$ cat config.mk
export PLATFORM = sky130hd
export DESIGN_NAME = gpu_draw
export DESIGN_NICKNAME = d
export VERILOG_FILES = /design/src/rtl/gpu_draw.sv
export SDC_FILE = /design/constraint.sdc
export NUM_CORES = 1
export LEC_CHECK = 0
export BUFFER_PORTS_ARGS = -buffer_cell sky130_fd_sc_hd__buf_2
export CORE_UTILIZATION = 33
export CTS_BUF_LIST = sky130_fd_sc_hd__clkbuf_2
export DETAILED_ROUTE_END_ITERATION = 16
export PLACE_DENSITY = 0.59
export SYNTH_ARGS = -nofsm -noshare
export SYNTH_HDL_FRONTEND = slang
export SYNTH_SLANG_ARGS = --single-unit
$ cat constraint.sdc
create_clock -name clk -period 4.2 [get_ports clk]
set_clock_uncertainty 0.05 [all_clocks]
set_input_delay 0.63 -clock clk [delete_from_list [all_inputs] [get_ports clk]]
set_output_delay 0.63 -clock clk [all_outputs]
set_load 0.1 [all_outputs]
$ cat src/rtl/gpu_draw.sv
// gpu_draw: renders one frame of the runner game into a word-organised
// framebuffer. Each frame is a raster scan of CANVAS_H rows by CANVAS_W/16
// 16-pixel words (word address = row*20 + col). Word content is derived
// combinationally from a snapshot of the game inputs taken at frame start.
//
// Ports:
//   clk          - sole clock, rising edge
//   rst          - asynchronous active-low reset
//   gpu_en       - draw command strobe
//   dino_y       - dino height above ground (0..127)
//   obstacle_x   - obstacle left edge x (0..511)
//   state        - 00 idle, 01 run, 10 game over, 11 reserved (blank)
//   fb_we        - framebuffer write valid
//   fb_addr      - framebuffer word address
//   fb_data      - 16 pixels, bit 15 = leftmost
//   fb_ready     - framebuffer ready
//   busy         - FSM is not idle
//   frame_done   - one-cycle pulse after the last word is accepted
//   dbg_state_o  - FSM state (0 idle, 1 draw, 2 done)
//
// Handshake: a word transfers on a rising edge where fb_we and fb_ready are
// both high. While fb_we is high and fb_ready is low, fb_addr and fb_data hold
// their values; fb_we never drops before the word is taken.
module gpu_draw #(
  parameter int CANVAS_W = 320,
  parameter int CANVAS_H = 64
) (
  input  logic        clk,
  input  logic        rst,
  input  logic        gpu_en,
  input  logic [6:0]  dino_y,
  input  logic [8:0]  obstacle_x,
  input  logic [1:0]  state,
  output logic        fb_we,
  output logic [10:0] fb_addr,
  output logic [15:0] fb_data,
  input  logic        fb_ready,
  output logic        busy,
  output logic        frame_done,
  output logic [1:0]  dbg_state_o
);

  localparam int COLS  = CANVAS_W / 16;
  localparam int COL_W = $clog2(COLS);
  localparam int ROW_W = $clog2(CANVAS_H);

  // Scene geometry: dino is 16x16 standing on the row above the ground line.
  localparam int GROUND_ROW = 60;
  localparam int DINO_TOP   = 44;
  localparam int DINO_BOT   = 59;
  localparam int OBST_TOP   = 48;
  localparam int OBST_BOT   = 59;

  typedef enum logic [1:0] {
    S_IDLE = 2'd0,
    S_DRAW = 2'd1,
    S_DONE = 2'd2
  } fsm_e;

  fsm_e             fsm_q;
  logic             fb_we_q;
  logic             frame_done_q;
  logic             pending_q;
  logic [6:0]       snap_dy_q;
  logic [8:0]       snap_ox_q;
  logic [1:0]       snap_st_q;
  logic [10:0]      addr_q;
  logic [ROW_W-1:0] row_q;
  logic [COL_W-1:0] col_q;

  logic start;
  logic last_word;

  // A frame starts from idle on a strobe, or back-to-back out of S_DONE when
  // a strobe was queued during the previous frame (or arrives in S_DONE).
  assign start = ((fsm_q == S_IDLE) && gpu_en) ||
                 ((fsm_q == S_DONE) && (pending_q || gpu_en));

  assign last_word = (row_q == ROW_W'(CANVAS_H - 1)) &&
                     (col_q == COL_W'(COLS - 1));

  always_ff @(posedge clk or negedge rst) begin
    if (!rst) begin
      fsm_q        <= S_IDLE;
      fb_we_q      <= 1'b0;
      frame_done_q <= 1'b0;
      pending_q    <= 1'b0;
      snap_dy_q    <= '0;
      snap_ox_q    <= '0;
      snap_st_q    <= '0;
      addr_q       <= '0;
      row_q        <= '0;
      col_q        <= '0;
    end else begin
      frame_done_q <= 1'b0;
      if (start) begin
        fsm_q     <= S_DRAW;
        fb_we_q   <= 1'b1;
        pending_q <= 1'b0;
        snap_dy_q <= dino_y;
        snap_ox_q <= obstacle_x;
        snap_st_q <= state;
        addr_q    <= '0;
        row_q     <= '0;
        col_q     <= '0;
      end else begin
        case (fsm_q)
          S_DRAW: begin
            // One-deep queue: a second strobe while pending is simply lost.
            if (gpu_en) pending_q <= 1'b1;
            if (fb_ready) begin
              if (last_word) begin
                fsm_q        <= S_DONE;
                fb_we_q      <= 1'b0;
                frame_done_q <= 1'b1;
                addr_q       <= '0;
                row_q        <= '0;
                col_q        <= '0;
              end else begin
                addr_q <= addr_q + 11'd1;
                if (col_q == COL_W'(COLS - 1)) begin
                  col_q <= '0;
                  row_q <= row_q + 1'b1;
                end else begin
                  col_q <= col_q + 1'b1;
                end
              end
            end
          end
          S_DONE:  fsm_q <= S_IDLE;
          default: fsm_q <= S_IDLE;
        endcase
      end
    end
  end

  // Pixel generation for the word at (row_q, col_q).
  logic [5:0]       dino_d;
  logic [ROW_W-1:0] dino_top;
  logic [ROW_W-1:0] dino_bot;
  logic [9:0]       ox_lo;
  logic [9:0]       ox_hi;
  logic [9:0]       px_x;
  logic             ground_row;
  logic             dino_hit;
  logic             obst_row;
  logic [15:0]      obst_bits;
  logic [15:0]      base_bits;

  always_comb begin
    dino_d     = (snap_dy_q > 7'd44) ? 6'd44 : snap_dy_q[5:0];
    dino_top   = ROW_W'(DINO_TOP) - ROW_W'(dino_d);
    dino_bot   = ROW_W'(DINO_BOT) - ROW_W'(dino_d);
    ground_row = (row_q == ROW_W'(GROUND_ROW));
    dino_hit   = (row_q >= dino_top) && (row_q <= dino_bot) &&
                 (col_q == COL_W'(1));
    obst_row   = (row_q >= ROW_W'(OBST_TOP)) && (row_q <= ROW_W'(OBST_BOT));
    // 10-bit span so obstacle_x+7 never wraps; clipping at the right edge
    // also removes obstacles that start off-canvas.
    ox_lo      = {1'b0, snap_ox_q};
    ox_hi      = ox_lo + 10'd7;
    px_x       = '0;
    obst_bits  = '0;
    for (int i = 0; i < 16; i++) begin
      px_x         = 10'({col_q, 4'(15 - i)});
      obst_bits[i] = obst_row && (px_x >= ox_lo) && (px_x <= ox_hi) &&
                     (px_x <= 10'(CANVAS_W - 1));
    end
    base_bits = {16{ground_row}} | {16{dino_hit}};
    case (snap_st_q)
      2'b00:   fb_data = base_bits;
      2'b01:   fb_data = base_bits | obst_bits;
      2'b10:   fb_data = ~(base_bits | obst_bits);
      default: fb_data = 16'h0000;
    endcase
  end

  assign fb_we       = fb_we_q;
  assign fb_addr     = addr_q;
  assign busy        = (fsm_q != S_IDLE);
  assign frame_done  = frame_done_q;
  assign dbg_state_o = fsm_q;

endmodule

Word level (Yosys, flattened, before mapping) --
Index checks and enable logic that the tools add are counted.
Storage, ports and cells: output and inout bits 32, register bits 45
Operators by class: order comparisons 53, reduce and logical (&&, ||, !) cells 69, bitwise operators 3, multiplexer cells 31, equal/unequal tests 10, add/sub/neg operators 6
Operator list (number):
- $le 9x10->1 | 16
- $ge 9x9->1 | 16
- $le 9x9->1 const B | 16
- $logic_and 1x1->1 | 54
- $pmux 16 s3 | 1
- $mux 11 | 4
- $mux 6 | 6
- $or 16x16->16 | 2
- $mux 5 | 5
- $not 16->16 | 1
- $eq 6x6->1 const B | 2
- $sub 6x6->6 const A | 2
- $add 11x1->11 const B | 1
- $mux 1 | 11
- $add 9x3->10 const B | 1
- $reduce_bool 2->1 | 5
- $mux 2 | 4
- $gt 7x6->1 const B | 1
- $add 6x1->6 const B | 1
- $ge 6x6->1 | 1
- $ge 6x6->1 const B | 1
- $le 6x6->1 | 1
- $le 6x6->1 const B | 1
- $ne 3x3->1 const B | 2
- other kinds (10) | 17

Logic depth before layout (Yosys ltp) --
word-level depth 10, mapped depth 18, depth with buffers taken out 17

Worst setup path after synthesis --
Ideal clock, no wire load.
kind reg-to-output, from register snap_ox_q[1], to output fb_data[15], cell stages (with the launch flop) 16, required time 3.520 ns, slack -1.755 ns, arrival time 5.275 ns, cells stage by stage dfrtp_1 clkbuf_1 inv_1 ha_1 buf_2 nand2b_1 nand2_1 or3_1 xnor2_1 ha_1 and3_1 a221oi_1 nor2_1 a221oi_1 a21oi_1 o21ai_0
On the way: cells in the longest elaborated chain, start to end 7, elaborated cells between the ends (all ways) 9, classes of those cells add/sub: 1; order compare: 2; mux: 1; bitwise: 2; reduce/logical: 3
Ends and longest elaborated chain:
- start: declaration | RTL line 65 | logic [8:0] snap_ox_q;
- start signal: assignment | RTL line 101 | snap_ox_q <= obstacle_x;
- $add 9x3->10 / $ge 9x9->1 (equally long branches) | RTL line 161, 166
- $le 9x10->1 / $logic_and 1x1->1 (equally long branches) | RTL line 166 | obst_bits[i] = obst_row && (px_x >= ox_lo) && (px_x <= ox_hi) &&
- $logic_and 1x1->1 (*) (2 in series) | RTL line 166
- $or 16x16->16 (*) | RTL line 172, 173
- $not 16->16 | RTL line 173 | 2'b10: fb_data = ~(base_bits | obst_bits);
- $pmux 16 s3 (*) | RTL line 170 | case (snap_st_q)
- end: declaration | RTL line 36 | output logic [15:0] fb_data,
Every way passes the cells marked *; elsewhere a longest branch is shown, timed or not.

Final worst setup path --
from register snap_dy_q[0], to output fb_data[2]
On the way: cells in the longest elaborated chain, start to end 10, elaborated cells between the ends (all ways) 12, classes of those cells add/sub: 2; order compare: 3; mux: 2; bitwise: 3; reduce/logical: 2
Ends and longest elaborated chain:
- start: declaration | RTL line 64 | logic [6:0] snap_dy_q;
- start signal: assignment | RTL line 100 | snap_dy_q <= dino_y;
- $gt 7x6->1 | RTL line 151 | dino_d = (snap_dy_q > 7'd44) ? 6'd44 : snap_dy_q[5:0];
- $mux 6 (*) | RTL line 151
- $sub 6x6->6, on equally long branches | RTL line 152, 153
- $ge 6x6->1 / $le 6x6->1 (equally long branches) | RTL line 155 | dino_hit = (row_q >= dino_top) && (row_q <= dino_bot) &&
- $logic_and 1x1->1 (*) (2 in series) | RTL line 155
- $or 16x16->16 (*) | RTL line 169 | base_bits = {16{ground_row}} | {16{dino_hit}};
- $or 16x16->16 | RTL line 172, 173
- $not 16->16 | RTL line 173
- $pmux 16 s3 (*) | RTL line 170
Marked as above.

==> flow_summary.ini <==
[critical_path]
cp_data_required_time_ns = 3.52
timing.critical_path.to_type = output pin
worstSetupStartpointType = flop
r2r_end = fb_addr[10]$_DFFE_PN0P_
rr_startpoint = col_q[0]$_DFFE_PN0P_
timing_worst_setup_path_type = reg2out
reg2regPathDepth = 7
r2r_slack_ns = 1.59
critical_path_arrival_ns = 3.90
crit_path_max_fanout = 15

[timing]
final_hold_viol_count = 0
fin_tns_setup_ns = -6.01
maxSlewViolCount = 0
period_minus_slack_ns = 4.58
setup_viols_final = 16
timing_worst_slew_pin_value_ns = 1.01
rsz0062_at_grt = yes
finalCritPeriodShare_pct = 109
final.setup.worst_slack_ns = -0.384
timing.fmax_mhz = 218
timing.max_slew.rel_slack_pct = 32.5

[synth]
ys_ff_latch = 45
netlist_instances = 485
mean_syn_cell_area_um2 = 7.94
ys_dominant_reg_cell = dfrtp_1
yosys.area_share.xor_xnor_pct = 3.18
synth_edf_count = 0
synth.top_cells.by_area = dfrtp_1, ha_1, nand2_1
mux_contribution_to_synthesized_area_pct = 5.56
post_synth_most_frequent_cells = nand2_1, o21ai_0, dfrtp_1
post_synthesis_adder_cell_area_fraction_pct = 11.6
synth.distinct_cells = 57
synth_top_family_by_area = simple AND/OR/NAND/NOR gates
simple_gate_portion_of_the_synthesized_area_pct = 24.9
seq_area_frac_synth_pct = 29.2
synthesis.yosys.warnings = 0
yosys.cell_count.top_type = nand2_1
asyncSetResetFlopFracSynth_pct = 100
area_fraction_in_compound_gates_after_synthesis_pct = 21.1
yosysTopAreaCell = dfrtp_1
synthesis.nets = 542
yosys.area.top_type_share_pct = 29.2
netlist_area_mm2 = 0.00385

[job]
cap_violations = 0

[die]
initial_core_utilization_pct = 33.9
fp.coreArea_mm2 = 0.0114
die_h_um = 110
die_area_mm2 = 0.0121
floorplan.io_pins = 54
placement_rows = 39
die_w_um = 110

[clock_tree]
cts.sinks = 45
cts_max_level = 2
cts_hold_buffers = 0
clk_pin_slew_worst_paths_ns = 0.23
clock_tree_from_tritoncts = built
tritoncts_buffers = 5
cts-root-to-sink-buffers = 2
cts_root_buffer = clkbuf_2
insertion_delay_ns = 0.44

[grt]
grt_pass1_wl_mm = 17.1
grt_overflow_total = 0
antenna_violations_before_repair = 0
maximum_number_of_pins_on_one_net_before_global_route_repair = 46
first_global_vias = 3592
grt_usage_pct = 17.9

[layout]
final_cells = 700
area_overhead_of_the_layout_relative_to_synthesis_pct = 27.6
num-nets-final = 613
n_antenna_cell = 0
fillCellCount = 1130
drive_above_1_share_pct = 24.6

[run_status]
failed_checks = DRC, setup timing
run_status = complete, but fails checks

[routing]
postRouteWirelength_mm = 10.0
drt_pass1_iterations = 11
drt_iter0_markers = 173
detail-route-antenna-nets = 0
detail_route.vias_per_cell = 5.34
via_count = 3739
drc = 2
routed_length_per_instance_um = 14.3

[place]
place.detailed.hpwl_mm = 7.66
placed_cells_incl_taps = 684
place.gp.congestion = 0.890
io_buffer_count = 53

[pwr]
power.ir.vdd_worst_mv = 0.745
power_density_mw_per_mm2 = 816
leakagePower_nw = 2.27

[min_path]
hold_path_class = in2async
## critical path: stages, from the launching register on
cell,delay [ns]
dfrtp_1,0.43
o21a_1,0.21
a21o_1,0.18
a21oi_2,0.20
nand2_1,0.11
ha_2,0.21
nand3_2,0.07
a21oi_2,0.05
a21oi_2,0.12
nor2_1,0.06
a31oi_1,0.16
ha_1,0.27
a21o_1,0.17
a21oi_2,0.11
o211ai_1,0.12
o311a_4,0.18
mux2i_4,0.20
buf_12,0.16
mux2_4,0.28
buf_12,0.17
## final cells by class
class | count | area (µm²) | share of cell area (%)
Clock buffer | 6 | 30.0 | 0.611
Clock inverter | 2 | 38.8 | 0.790
Inverter | 20 | 75.1 | 1.53
Multi-Input combinational cell | 400 | 2710 | 55.1
Sequential cell | 45 | 1130 | 22.9
Tap cell | 143 | 179 | 3.64
Timing Repair Buffer | 84 | 754 | 15.4
## stage by stage
step | utilization [%] | power, mW | setup WS [ns] | cell area (µm²) | hold slack, ns
CTS | 43.1 | 4.01 | -0.382 | 4900 | 0.269
global placement | 41.0 | 3.52 | -0.128 | 4660 | 0.422
floorplan | - | 2.74 | -0.0103 | 3920 | 0.284
detailed placement | 41.0 | 3.58 | -0.265 | 4660 | 0.419
global route | 43.2 | 4.29 | -0.675 | 4910 | 0.259
finish | 43.2 | 4.01 | -0.384 | 4910 | 0.270
## power breakdown
group / switching (mW) / total (mW) / internal, mW
logic: 1.88 / 3.06 / 1.18
registers: 0.151 / 0.691 / 0.540
clock network: 0.151 / 0.255 / 0.104
total: 2.18 / 4.01 / 1.83
## kinds of logic (layout without fill, tap and decap cells)
| family | Yosys count | in the layout |
|---|---|---|
| fa+ha+maj | 36 | 36 |
| simple gates | 202 | 202 |
| compound gates | 129 | 129 |
| flops | 45 | 45 |
| xor+xnor | 14 | 14 |
| buf+inv | 40 | 112 |
| mux | 19 | 19 |
## registers in the layout, summed over array words and instances (netlist names)
signal	flops
pending_q	1
snap_st_q	2
snap_dy_q	7
row_q	6
fb_addr	11
col_q	5
snap_ox_q	9
dbg_state_o	2
fb_we	1
frame_done	1
## worst max-delay path by stage
| stage | slack [ns] | start | to | cells after the start |
|---|---|---|---|---|
| after global routing | -0.68 | snap_dy_q[0]$_DFFE_PN0N_ | fb_data[7] | 19 |
| final | -0.38 | snap_dy_q[0]$_DFFE_PN0N_ | fb_data[2] | 19 |
| after CTS | -0.38 | snap_dy_q[0]$_DFFE_PN0N_ | fb_data[2] | 19 |
| after detailed placement | -0.27 | snap_dy_q[0]$_DFFE_PN0N_ | fb_data[2] | 18 |
| after global placement | -0.13 | snap_dy_q[0]$_DFFE_PN0N_ | fb_data[4] | 18 |
| after floorplan | -0.01 | snap_ox_q[1]$_DFFE_PN0N_ | fb_data[15] | 15 |
## layer usage
metal,track usage [%],up-vias,share of wire [%]
li1,-,1866,-
met1,22.8,1792,46
met2,31.3,72,50
met3,2.41,9,3.3
met4,5.62,0,1.2
met5,0,-,0
## placed cells by master (no fill, tap or decap), types with 3 or more instances in the layout
cell | synthesis | final
nor3_1 | 8 | 7
buf_4 | 0 | 29
ha_1 | 35 | 33
nand4_1 | 8 | 8
a21oi_1 | 28 | 24
inv_1 | 20 | 20
a21o_1 | 8 | 8
mux2_4 | 0 | 15
nor2_1 | 25 | 23
or2_2 | 4 | 4
a31oi_1 | 5 | 5
and2_1 | 4 | 4
nand2b_1 | 6 | 6
dfrtp_1 | 45 | 45
and3_1 | 11 | 10
o211ai_1 | 3 | 3
or3_1 | 6 | 6
clkbuf_2 | 1 | 6
buf_2 | 2 | 37
buf_12 | 0 | 17
o21ai_0 | 56 | 54
xnor2_1 | 12 | 12
nand3_1 | 16 | 14
nand2_1 | 97 | 97
a211oi_1 | 7 | 6
nor2b_1 | 8 | 8
a21oi_2 | 0 | 4
## repair_timing
action,CTS,global route
resized for setup,25,2
setup endpoints to repair,16,16
pin swaps,17,4
buffers inserted,8,0
(Power assumes the default switching activity.)
